[src/rtl/mem_arbiter_pkg.sv]
// Shared CPU-side types: RAM handshake state and memory arbiter FSM state.
package cpu_types_pkg;

   typedef enum logic [1:0] {
      FREE   = 2'd0,
      BUSY   = 2'd1,
      ACCESS = 2'd2,
      ERROR  = 2'd3
   } ramstate_t;

   typedef enum logic {
      ARB = 1'b0,
      OWN = 1'b1
   } arbstate_t;

   localparam int STAT_W = 16;

   // Explicit wrap so that non-power-of-two requester counts work.
   function automatic int rr_next(input int cur, input int n);
      return (cur >= n - 1) ? 0 : cur + 1;
   endfunction

endpackage

[src/rtl/mem_arbiter_rr_pick.sv]
// Combinational round-robin selector: first active index at or after rr_ptr, wrapping mod NREQ.
// Zero latency; valid is low when no input is active.
module rr_pick
   import cpu_types_pkg::*;
#(
   parameter int NREQ = 4,
   parameter int PW   = $clog2(NREQ)
) (
   input  logic [NREQ-1:0] act,
   input  logic [PW-1:0]   rr_ptr,
   output logic            valid,
   output logic [PW-1:0]   idx
);

   always_comb begin
      valid = 1'b0;
      idx   = '0;
      // Descending scan so the smallest offset from rr_ptr is written last and wins.
      for (int k = NREQ - 1; k >= 0; k--) begin
         int c;
         c = int'(rr_ptr) + k;
         if (c >= NREQ) c = c - NREQ;
         if (act[c]) begin
            valid = 1'b1;
            idx   = PW'(c);
         end
      end
   end

endmodule

[src/rtl/mem_arbiter.sv]
// Round-robin arbiter sharing one RAM port among NREQ cache requesters; holds a grant until ACCESS.
// Optional per-requester grant and error counters when MEM_ARB_STATS_EN is defined.
module mem_arbiter
   import cpu_types_pkg::*;
#(
   parameter int NREQ   = 4,
   parameter int ADDR_W = 32,
   parameter int DATA_W = 32
) (
   input  logic                     CLK,
   input  logic                     nRST,
   input  logic [NREQ-1:0]          req_ren,
   input  logic [NREQ-1:0]          req_wen,
   input  logic [NREQ*ADDR_W-1:0]   req_addr,
   input  logic [NREQ*DATA_W-1:0]   req_store,
   output logic [NREQ-1:0]          req_wait,
   output logic [DATA_W-1:0]        req_load,
   output logic                     ram_ren,
   output logic                     ram_wen,
   output logic [ADDR_W-1:0]        ram_addr,
   output logic [DATA_W-1:0]        ram_store,
   input  logic [DATA_W-1:0]        ram_load,
   input  logic [1:0]               ram_state,
   output logic [$clog2(NREQ)-1:0]  grant_id
`ifdef MEM_ARB_STATS_EN
   ,
   output logic [NREQ*STAT_W-1:0]   stat_grants,
   output logic [STAT_W-1:0]        stat_errors
`endif
);

   localparam int PW = $clog2(NREQ);

   arbstate_t        r_state;
   logic [PW-1:0]    r_grant;
   logic [PW-1:0]    r_rr_ptr;

   logic [NREQ-1:0]  w_act;
   logic             w_pick_vld;
   logic [PW-1:0]    w_pick_idx;
   ramstate_t        w_rs;
   logic             w_own;
   logic             w_g_act;
   logic             w_done;

   assign w_act   = req_ren | req_wen;
   assign w_rs    = ramstate_t'(ram_state);
   assign w_own   = (r_state == OWN);
   assign w_g_act = w_act[r_grant];
   assign w_done  = w_own && w_g_act && (w_rs == ACCESS);

   rr_pick #(.NREQ(NREQ), .PW(PW)) u_rr_pick (
      .act    (w_act),
      .rr_ptr (r_rr_ptr),
      .valid  (w_pick_vld),
      .idx    (w_pick_idx)
   );

   always_ff @(posedge CLK or negedge nRST) begin
      if (!nRST) begin
         r_state  <= ARB;
         r_grant  <= '0;
         r_rr_ptr <= '0;
      end else begin
         case (r_state)
            ARB: begin
               if (w_pick_vld) begin
                  r_grant <= w_pick_idx;
                  r_state <= OWN;
               end
            end
            OWN: begin
               // Abandon leaves the pointer alone so the same requester keeps its turn.
               if (!w_g_act) begin
                  r_state <= ARB;
               end else if (w_rs == ACCESS) begin
                  r_rr_ptr <= PW'(rr_next(int'(r_grant), NREQ));
                  r_state  <= ARB;
               end
            end
            default: r_state <= ARB;
         endcase
      end
   end

   always_comb begin
      ram_ren   = 1'b0;
      ram_wen   = 1'b0;
      ram_addr  = '0;
      ram_store = '0;
      if (w_own) begin
         ram_wen   = req_wen[r_grant];
         ram_ren   = req_ren[r_grant] & ~req_wen[r_grant];
         ram_addr  = req_addr[r_grant*ADDR_W +: ADDR_W];
         ram_store = req_store[r_grant*DATA_W +: DATA_W];
      end
   end

   always_comb begin
      req_wait = w_act;
      if (w_done) req_wait[r_grant] = 1'b0;
   end

   assign req_load = ram_load;
   assign grant_id = r_grant;

`ifdef MEM_ARB_STATS_EN
   logic [NREQ*STAT_W-1:0] r_stat_grants;
   logic [STAT_W-1:0]      r_stat_errors;

   always_ff @(posedge CLK or negedge nRST) begin
      if (!nRST) begin
         r_stat_grants <= '0;
         r_stat_errors <= '0;
      end else begin
         for (int i = 0; i < NREQ; i++) begin
            if (w_done && (r_grant == PW'(i)) &&
                (r_stat_grants[i*STAT_W +: STAT_W] != {STAT_W{1'b1}}))
               r_stat_grants[i*STAT_W +: STAT_W] <= r_stat_grants[i*STAT_W +: STAT_W] + 1'b1;
         end
         if (w_own && (w_rs == ERROR) && (r_stat_errors != {STAT_W{1'b1}}))
            r_stat_errors <= r_stat_errors + 1'b1;
      end
   end

   assign stat_grants = r_stat_grants;
   assign stat_errors = r_stat_errors;
`endif

endmodule

[config.mk]
export PLATFORM = sky130hd
export DESIGN_NAME = mem_arbiter
export DESIGN_NICKNAME = d
export VERILOG_FILES = /design/src/rtl/mem_arbiter_pkg.sv /design/src/rtl/mem_arbiter_rr_pick.sv /design/src/rtl/mem_arbiter.sv
export SDC_FILE = /design/constraint.sdc
export NUM_CORES = 1
export LEC_CHECK = 0
export ABC_AREA = 1
export CORE_AREA = 2 2 159 161
export CTS_CLUSTER_DIAMETER = 120
export DETAILED_ROUTE_END_ITERATION = 8
export DIE_AREA = 0 0 161 163
export PLACE_DENSITY_LB_ADDON = 0.25
export SYNTH_ARGS = -nofsm -noshare
export SYNTH_HDL_FRONTEND = slang
export SYNTH_HIERARCHICAL = 1
export SYNTH_SLANG_ARGS = --single-unit
[constraint.sdc]
create_clock -name CLK -period 3 [get_ports CLK]
set_clock_uncertainty 0.1 [all_clocks]
set_input_delay 0.45 -clock CLK [delete_from_list [all_inputs] [get_ports CLK]]
set_output_delay 0.45 -clock CLK [all_outputs]
set_load 0.05 [all_outputs]
==> impl_results.md, run 1 <==
- Area share of the leading cell type in the synthesized netlist: between 30% and 40%
- Startpoint class of the critical path: flip-flop
- Core Rows: 58
- Final worst path period need: 2.64 ns
- Root buffer cell: sky130_fd_sc_hd__clkbuf_16
- Max Fclk: ~380 MHz
- Pin count of the biggest net entering global routing: between 70 and 80
- Count of cell types in the netlist: 23
- Gp weighted congestion: 0.795
- Commonest cells in the netlist: 276 x sky130_fd_sc_hd__nor2_1, 73 x sky130_fd_sc_hd__o21ai_0, 68 x sky130_fd_sc_hd__a21oi_1
- Quantity of hold-fixing buffers added after cts: 0
- Number of flops mapped to enable cells by yosys: 0
- Antenna viol nets, final: 0
- Clock buffers created by TritonCTS: 3
- Ranking of synthesized cells by area: sky130_fd_sc_hd__nor2_1 33%, sky130_fd_sc_hd__o21ai_0 12%, sky130_fd_sc_hd__a21oi_1 11%
- Total Neg Setup Slack: 0 ns
- IR drop worst, VDD: roughly 0.70 mV
- Post-synthesis net count: 956
- Count of mapped cells out of synthesis: 652
- Dominant synthesized flop cell: sky130_fd_sc_hd__dfrtp_1
- WL met1: roughly 7700 um
- Number of vias per cell after detailed routing: 4.08
- Die width: about 160 um
- Count of synthesis-stage warnings from yosys: 6
- Mean post-synth cell area: approximately 4.8 um^2
- Number of top-level design ports: 404
- Pins Over Slew Limit: 0
- Global-route usage over all layers: 13.6%
- Initial Utilization: between 10% and 20%
- Syn Std Cell Area: between 3000 and 4000 um^2
- Relative slew slack: a little under 60%
- Core area: 24700 um^2
- Synth Area in Adders: ~1.6%
- Cell with the most instances after synthesis: sky130_fd_sc_hd__nor2_1
- Clock latency on the worst-skew pair: 0.22 ns
- Unrepaired setup endpoints after global routing: no
- Fillers: between 2000 and 3000
- Topmost layer with routed signal wires: met4
- Fraction of the mapped netlist area in compound gates: between 30% and 40%
- Ratio of final minimum period to clock period: about 88%
- Area Overhead vs Synth: 111%
- Simple-Gate Fraction of Synth Area: a little over two fifths
- Largest family of logic cells by synthesized area: simple AND/OR/NAND/NOR gates
- Hold_ws: about 0.37 ns
- CTS tree: yes
- Clock slew seen by the registers of the worst setup and hold paths: about 0.030 ns
- PostCTS Resize Cnt: 0
- Count of routing violations after the opening detailed-route iteration: 311
- Pwr dens: roughly 1100 nW/um^2
- Setup Crit Path Kind: reg -> out
- Max Buffers Root-to-Sink: 2
- Initial DRT Pass Iterations: 4
- Vertical die dimension: around 160 um
- H-Tree Depth: 1
- Worst path arrival time: between 2 and 2.5 ns
- Nature of the critical path endpoint: output port
- Total of flip-flops plus latches after synthesis: 5
- Xor/xnor cell area share of the yosys netlist: 0%
- Share of the yosys chip area belonging to registers: about 4%
- WL met3: around 1600 um
- Fraction of layout cells with a size suffix above 1: ~11%
- Dominant cell type by count on the critical path: sky130_fd_sc_hd__buf_12
- Multiplexer share of the synthesized area: 0%
- Drc violations: 0
- Sequence of cells on the critical path: inv_4 > buf_12 > o21ai_0 > a21oi_1 > buf_12
- Post-CTS setup-driven buffer insertion count: 0
- Result of the run: finished, final reports clean
- Clk sink count: 5
- Metal2 WL: approximately 9600 um
- Average wire length per cell after detail routing: ~15 um
- Number of hold violations in the final report: 0
- Initial antenna violation count: 1
- Total via count after detailed routing: 5119
- Max stage delay cell, worst path: sky130_fd_sc_hd__dfrtp_4
- Biggest cell delay along the critical path: a little over 0.6 ns
- Via count of the first global-routing pass: between 5000 and 6000
- Transition at the pin with the smallest max-transition slack: between 0.6 and 0.7 ns
- DP HPWL: 15200 um
- Proportion of synthesized flip-flops having asynchronous set or reset: 100%
- Wirelength, routed: 19300 um
- Hold crit path type: in -> async
- Final #Nets: about 1200
- Count of final setup violators: 0
- Area of the die: around 26000 um^2
- Data required time at the worst endpoint: approximately 2.5 ns
- Count of input and output buffers: between 300 and 400
- Area of the multi-input gates: roughly 2400 um^2
- Sequential cell area: between 100 and 150 um^2
- Reported leakage power: around 2.7 nW
- Maximum fanout along the worst path: between 50 and 60
- Wire length of the first global-routing pass: 28300 um
- Number of maximum-capacitance violations: 0
- Biggest area consumer among synthesized cells: sky130_fd_sc_hd__nor2_1
- Worst-case register-to-register setup slack: 1.24 ns
- Total overflow reported by the global router: 0
==> report_power, final <==
part | switching [W] | internal [W] | total, W | leakage (nW)
Sequential | 0.000126 | 0.000107 | 0.000233 | 0.0580
Clock | 0.0000398 | 0.000176 | 0.000216 | 0.0382
Combinational | 0.00465 | 0.00229 | 0.00694 | 2.57
==> critical path: cells and delay by family (launching register included) <==
family                 cells  cell delay [ns]
AO/OA/AOI/OAI              2             0.44
buffers and inverters      3             0.77
flip-flops                 1             0.61
==> worst paths after layout <==
kind / start / endpoint / cells after the start
max: grant_id[0]$_DFFE_PN0P_ / ram_store[31] / 5
min: nRST / grant_id[0]$_DFFE_PN0P_ / 1
min in group CLK: r_rr_ptr[1]$_DFFE_PN0P_ / r_rr_ptr[1]$_DFFE_PN0P_ / 2
max reg2reg: r_state$_DFF_PN0_ / grant_id[1]$_DFFE_PN0P_ / 5
max in group asynchronous: nRST / grant_id[0]$_DFFE_PN0P_ / 1
min reg2reg: r_rr_ptr[1]$_DFFE_PN0P_ / r_rr_ptr[1]$_DFFE_PN0P_ / 2
==> layout make-up <==
class	count	area share, %
inverter	17	1.02
antenna	1	0.0379
sequential	5	1.97
multi-input combinational	546	36.3
tap	330	6.26
timing repair buffer	353	53.2
clock buffer	4	1.19
==> through the flow <==
step	utilization (%)	instances	power, W	worst slack, ns	cell area [um^2]
2_1_floorplan	-	652	0.00503	0.318	3130
3_3_place_gp	26.4	1251	0.00729	0.461	6520
3_5_place_dp	26.4	1251	0.00727	0.451	6520
4_1_cts	26.7	1255	0.00751	0.316	6600
5_1_grt	26.7	1255	0.00799	0.186	6600
6_report	26.7	1256	0.00739	0.364	6600
==> cells in the final DEF (no fill, tap or decap) <==
master,synthesis,final
sky130_fd_sc_hd__a21boi_1,1,1
sky130_fd_sc_hd__nand4_1,6,6
sky130_fd_sc_hd__o21ai_1,61,61
sky130_fd_sc_hd__inv_2,3,3
sky130_fd_sc_hd__o21ai_2,1,1
sky130_fd_sc_hd__clkdlybuf4s50_1,0,269
sky130_fd_sc_hd__nand2_1,41,41
sky130_fd_sc_hd__dfrtp_1,5,3
sky130_fd_sc_hd__nand3_2,1,1
sky130_fd_sc_hd__buf_4,33,69
sky130_fd_sc_hd__diode_2,0,1
sky130_fd_sc_hd__nand2_2,4,4
sky130_fd_sc_hd__o22ai_1,1,1
sky130_fd_sc_hd__ha_1,4,4
sky130_fd_sc_hd__clkbuf_16,0,3
sky130_fd_sc_hd__clkbuf_1,19,1
sky130_fd_sc_hd__nand3_1,8,8
sky130_fd_sc_hd__and2_4,1,1
sky130_fd_sc_hd__nor2_1,276,276
sky130_fd_sc_hd__inv_4,0,1
sky130_fd_sc_hd__inv_1,13,12
sky130_fd_sc_hd__a21oi_1,68,68
sky130_fd_sc_hd__dfrtp_4,0,1
sky130_fd_sc_hd__dfrtp_2,0,1
sky130_fd_sc_hd__buf_12,0,15
sky130_fd_sc_hd__o21ai_0,73,73
sky130_fd_sc_hd__clkinv_2,1,1
==> state kept, by name, summed over array words and instances, names as in the netlist <==
name	cells
r_rr_ptr	2
r_state	1
grant_id	2
==> cell families (layout without fill, tap and decap cells) <==
| family | count (synthesis) | count (layout) |
|---|---|---|
| AOI/OAI and AO/OA | 205 | 205 |
| adders and majority gates | 4 | 4 |
| and+or+nand+nor | 337 | 337 |
| DFF | 5 | 5 |
| other | 0 | 1 |
| buffers and inverters | 101 | 374 |
==> routing by layer <==
layer  up-vias  global-route usage [%]
met1      2221                    15.4
met4         0                    3.45
li1       2634                       -
met2       234                    25.6
met3        30                    3.41
met5         -                       0
Note: power is estimated with default switching activity, not from simulation.
==> run 2, diff against run 1 <==
--- a/config.mk
+++ b/config.mk
@@ -6,10 +6,12 @@
 export NUM_CORES = 1
 export LEC_CHECK = 0
 export ABC_AREA = 1
-export CORE_AREA = 2 2 159 161
+export ABC_CLOCK_PERIOD_IN_PS = 2900
+export CAP_MARGIN = 20
+export CORE_AREA = 2 2 155 157
 export CTS_CLUSTER_DIAMETER = 120
 export DETAILED_ROUTE_END_ITERATION = 8
-export DIE_AREA = 0 0 161 163
+export DIE_AREA = 0 0 157 159
 export PLACE_DENSITY_LB_ADDON = 0.25
 export SYNTH_ARGS = -nofsm -noshare
 export SYNTH_HDL_FRONTEND = slang
==> constraint.sdc (replaced) <==
create_clock -name CLK -period 2.9 [get_ports CLK]
set_clock_uncertainty 0.1 [all_clocks]
set_input_delay 0.435 -clock CLK [delete_from_list [all_inputs] [get_ports CLK]]
set_output_delay 0.435 -clock CLK [all_outputs]
set_load 0.05 [all_outputs]
==> run 2 against run 1 <==
Against the previous run: sequential power shrank 6%; final area increased by 4.5%; power rose by 13%; wire length rose by 2.8%; register-to-register slack worse by 0.04 ns; highest routed layer unchanged; worst setup slack got worse by 0.030 ns; sequential cell count is the same; largest power group unchanged; hold slack worse by 0.030 ns; core utilization rose by 3.0 points; sequential share of layout area down 0.086 points.
==> impl_results.md, run 2 (same netlist as run 1, synthesis figures left out) <==
- Core Rows: between 50 and 60
- Antenna viol nets, final: 0
- Hold crit path type: in -> async
- Ratio of final minimum period to clock period: around nine tenths
- Least setup slack across all paths after layout: 0.334 ns
- Final #Nets: 1232
- Total via count after detailed routing: just over 5000
- Cell depth of the worst flop-to-flop path: 7
- Reported leakage power: between 2 and 3 nW
- Net switching power: 0.00513 W
- Total overflow reported by the global router: 0
- Maximum fanout along the worst path: 20
- Clk sink count: 5
- DP HPWL: between 15000 and 20000 um
- Wirelength, routed: slightly below 20000 um
- Initial DRT Pass Iterations: 4
- Fraction of layout cells with a size suffix above 1: between 10 and 15%
- IR drop worst, VDD: 0.755 mV
- Crit. Startpoint: grant_id[0]$_DFFE_PN0P_
- Worst path arrival time: about 2 ns
- CTS tree: yes
- Final worst path period need: roughly 2.6 ns
- Most used cells in the layout excluding fill and tap cells: 276 x sky130_fd_sc_hd__nor2_1, 268 x sky130_fd_sc_hd__clkdlybuf4s50_1, 73 x sky130_fd_sc_hd__o21ai_0, 68 x sky130_fd_sc_hd__a21oi_1, 61 x sky130_fd_sc_hd__o21ai_1
- Fraction of power consumed by sequential logic: 2.6%
- Relative slew slack: between 60% and 70%
- Count of routing violations after the opening detailed-route iteration: between 300 and 400
- Startpoint class of the critical path: flip-flop
- Root buffer cell: sky130_fd_sc_hd__clkbuf_16
- H-Tree Depth: 1
- Global-route usage over all layers: about 15%
- Max Fclk: 390 MHz
- Number of top-level design ports: just over 400
- Number of hold violations in the final report: 0
- Quantity of hold-fixing buffers added after cts: 0
- Clock slew seen by the registers of the worst setup and hold paths: roughly 0.03 ns
- Switching share of power: 61.5%
- Logic pwr share: about 95%
- Clock buffers created by TritonCTS: 3
- Total Neg Setup Slack: 0 ns
- Number of vias per cell after detailed routing: 4.11
- Area Overhead vs Synth: 120%
- Total power: ~0.0083 W
- Number of maximum-capacitance violations: 0
- Count of input and output buffers: 339
- Drc violations: 0
- Clock latency on the worst-skew pair: roughly 0.23 ns
- Launching point of the worst reg2reg path: grant_id[1]$_DFFE_PN0P_
- Initial Utilization: 13.5%
- Average wire length per cell after detail routing: around 16 um
- Max Buffers Root-to-Sink: 2
- Internal power consumption: about 0.0032 W
- Hold_ws: around 0.34 ns
- Transition at the pin with the smallest max-transition slack: roughly 0.51 ns
- Nature of the critical path endpoint: output port
- Count of final setup violators: 0
- Via count of the first global-routing pass: 5038
- Die width: ~160 um
- Pins Over Slew Limit: 0
- Area of the die: 25000 um^2
- Clock network power share: 2.8%
- Worst-case setup slack after placement: just over 0.5 ns
- Data required time at the worst endpoint: 2.37 ns
- Initial antenna violation count: 1
- PostCTS Resize Cnt: 0
- Wire length of the first global-routing pass: 28300 um
- Core area: 23200 um^2
- Result of the run: finished, final reports clean
- Unrepaired setup endpoints after global routing: no
- Vertical die dimension: roughly 160 um
- Post-CTS setup-driven buffer insertion count: 0
- Gp weighted congestion: 0.822
- Setup Crit Path Kind: reg -> out
- Pwr dens: 1210 nW/um^2
- Pin count of the biggest net entering global routing: 53
- Most frequent standard cell in the layout excluding fill and tap cells: sky130_fd_sc_hd__nor2_1
==> run 2: layer usage <==
| metal | vias up | routed length, um | track usage, % |
|---|---|---|---|
| li1 | 2644 | - | - |
| met1 | 2193 | 7810 | 16.8 |
| met2 | 245 | 9820 | 26.8 |
| met3 | 39 | 1640 | 2.97 |
| met4 | 0 | 589 | 5.09 |
| met5 | - | 0 | 0 |
==> run 2: power by group through the flow <==
| stage | clock, W | combinational, W | sequential [W] |
|---|---|---|---|
| after floorplan | 0 | 0.00501 | 0.000193 |
| after global placement | 0 | 0.00801 | 0.000223 |
| after detailed placement | 0 | 0.00799 | 0.000222 |
| after CTS | 0.000237 | 0.00800 | 0.000222 |
| final | 0.000231 | 0.00789 | 0.000220 |
| after global routing | 0.000240 | 0.00845 | 0.000233 |
==> run 2: per-stage QoR <==
stage          cell area, um^2  utilization [%]  instances
4_1_cts                   6890             29.7       1246
2_1_floorplan             3130                -        652
3_5_place_dp              6820             29.4       1242
6_report                  6900             29.7       1247
3_3_place_gp              6820             29.4       1242
5_1_grt                   6900             29.7       1247
==> run 2: layout make-up <==
| class | count | area (um^2) |
|---|---|---|
| diodes | 1 | 2.50 |
| clock buffers | 4 | 78.8 |
| fillers | 2565 | 16300 |
| inverters | 17 | 67.6 |
| multi-input cells | 546 | 2390 |
| flip-flops and latches | 5 | 130 |
| well taps | 319 | 399 |
| repair buffers | 355 | 3820 |
==> run 2: path summary, 6_finish.rpt <==
kind | slack (ns) | end
worst min register to register | 0.55 | r_rr_ptr[1]$_DFFE_PN0P_
worst max-delay path | 0.33 | ram_ren
worst min-delay path | 0.34 | r_state$_DFF_PN0_
min in group CLK | 0.55 | r_rr_ptr[1]$_DFFE_PN0P_
worst max register to register | 1.20 | r_rr_ptr[0]$_DFFE_PN0P_
max in group asynchronous | 2.13 | grant_id[0]$_DFFE_PN0P_
==> run 2: critical path, stage by stage, from the launching register on <==
cell                      delay (ns)
sky130_fd_sc_hd__dfrtp_4        0.58
sky130_fd_sc_hd__inv_4          0.28
sky130_fd_sc_hd__buf_4          0.30
sky130_fd_sc_hd__nor2_1         0.07
sky130_fd_sc_hd__o22ai_1        0.16
sky130_fd_sc_hd__nand2_1        0.07
sky130_fd_sc_hd__nor2_1         0.17
sky130_fd_sc_hd__buf_12         0.17
==> run 3, diff against run 2 <==
--- a/config.mk
+++ b/config.mk
@@ -12,6 +12,7 @@
 export CTS_CLUSTER_DIAMETER = 120
 export DETAILED_ROUTE_END_ITERATION = 8
 export DIE_AREA = 0 0 157 159
+export GPL_ROUTABILITY_DRIVEN = 0
 export PLACE_DENSITY_LB_ADDON = 0.25
 export SYNTH_ARGS = -nofsm -noshare
 export SYNTH_HDL_FRONTEND = slang
==> results of run 3 <==
No change in the layout: final DEF, timing and power equal those of run 2.
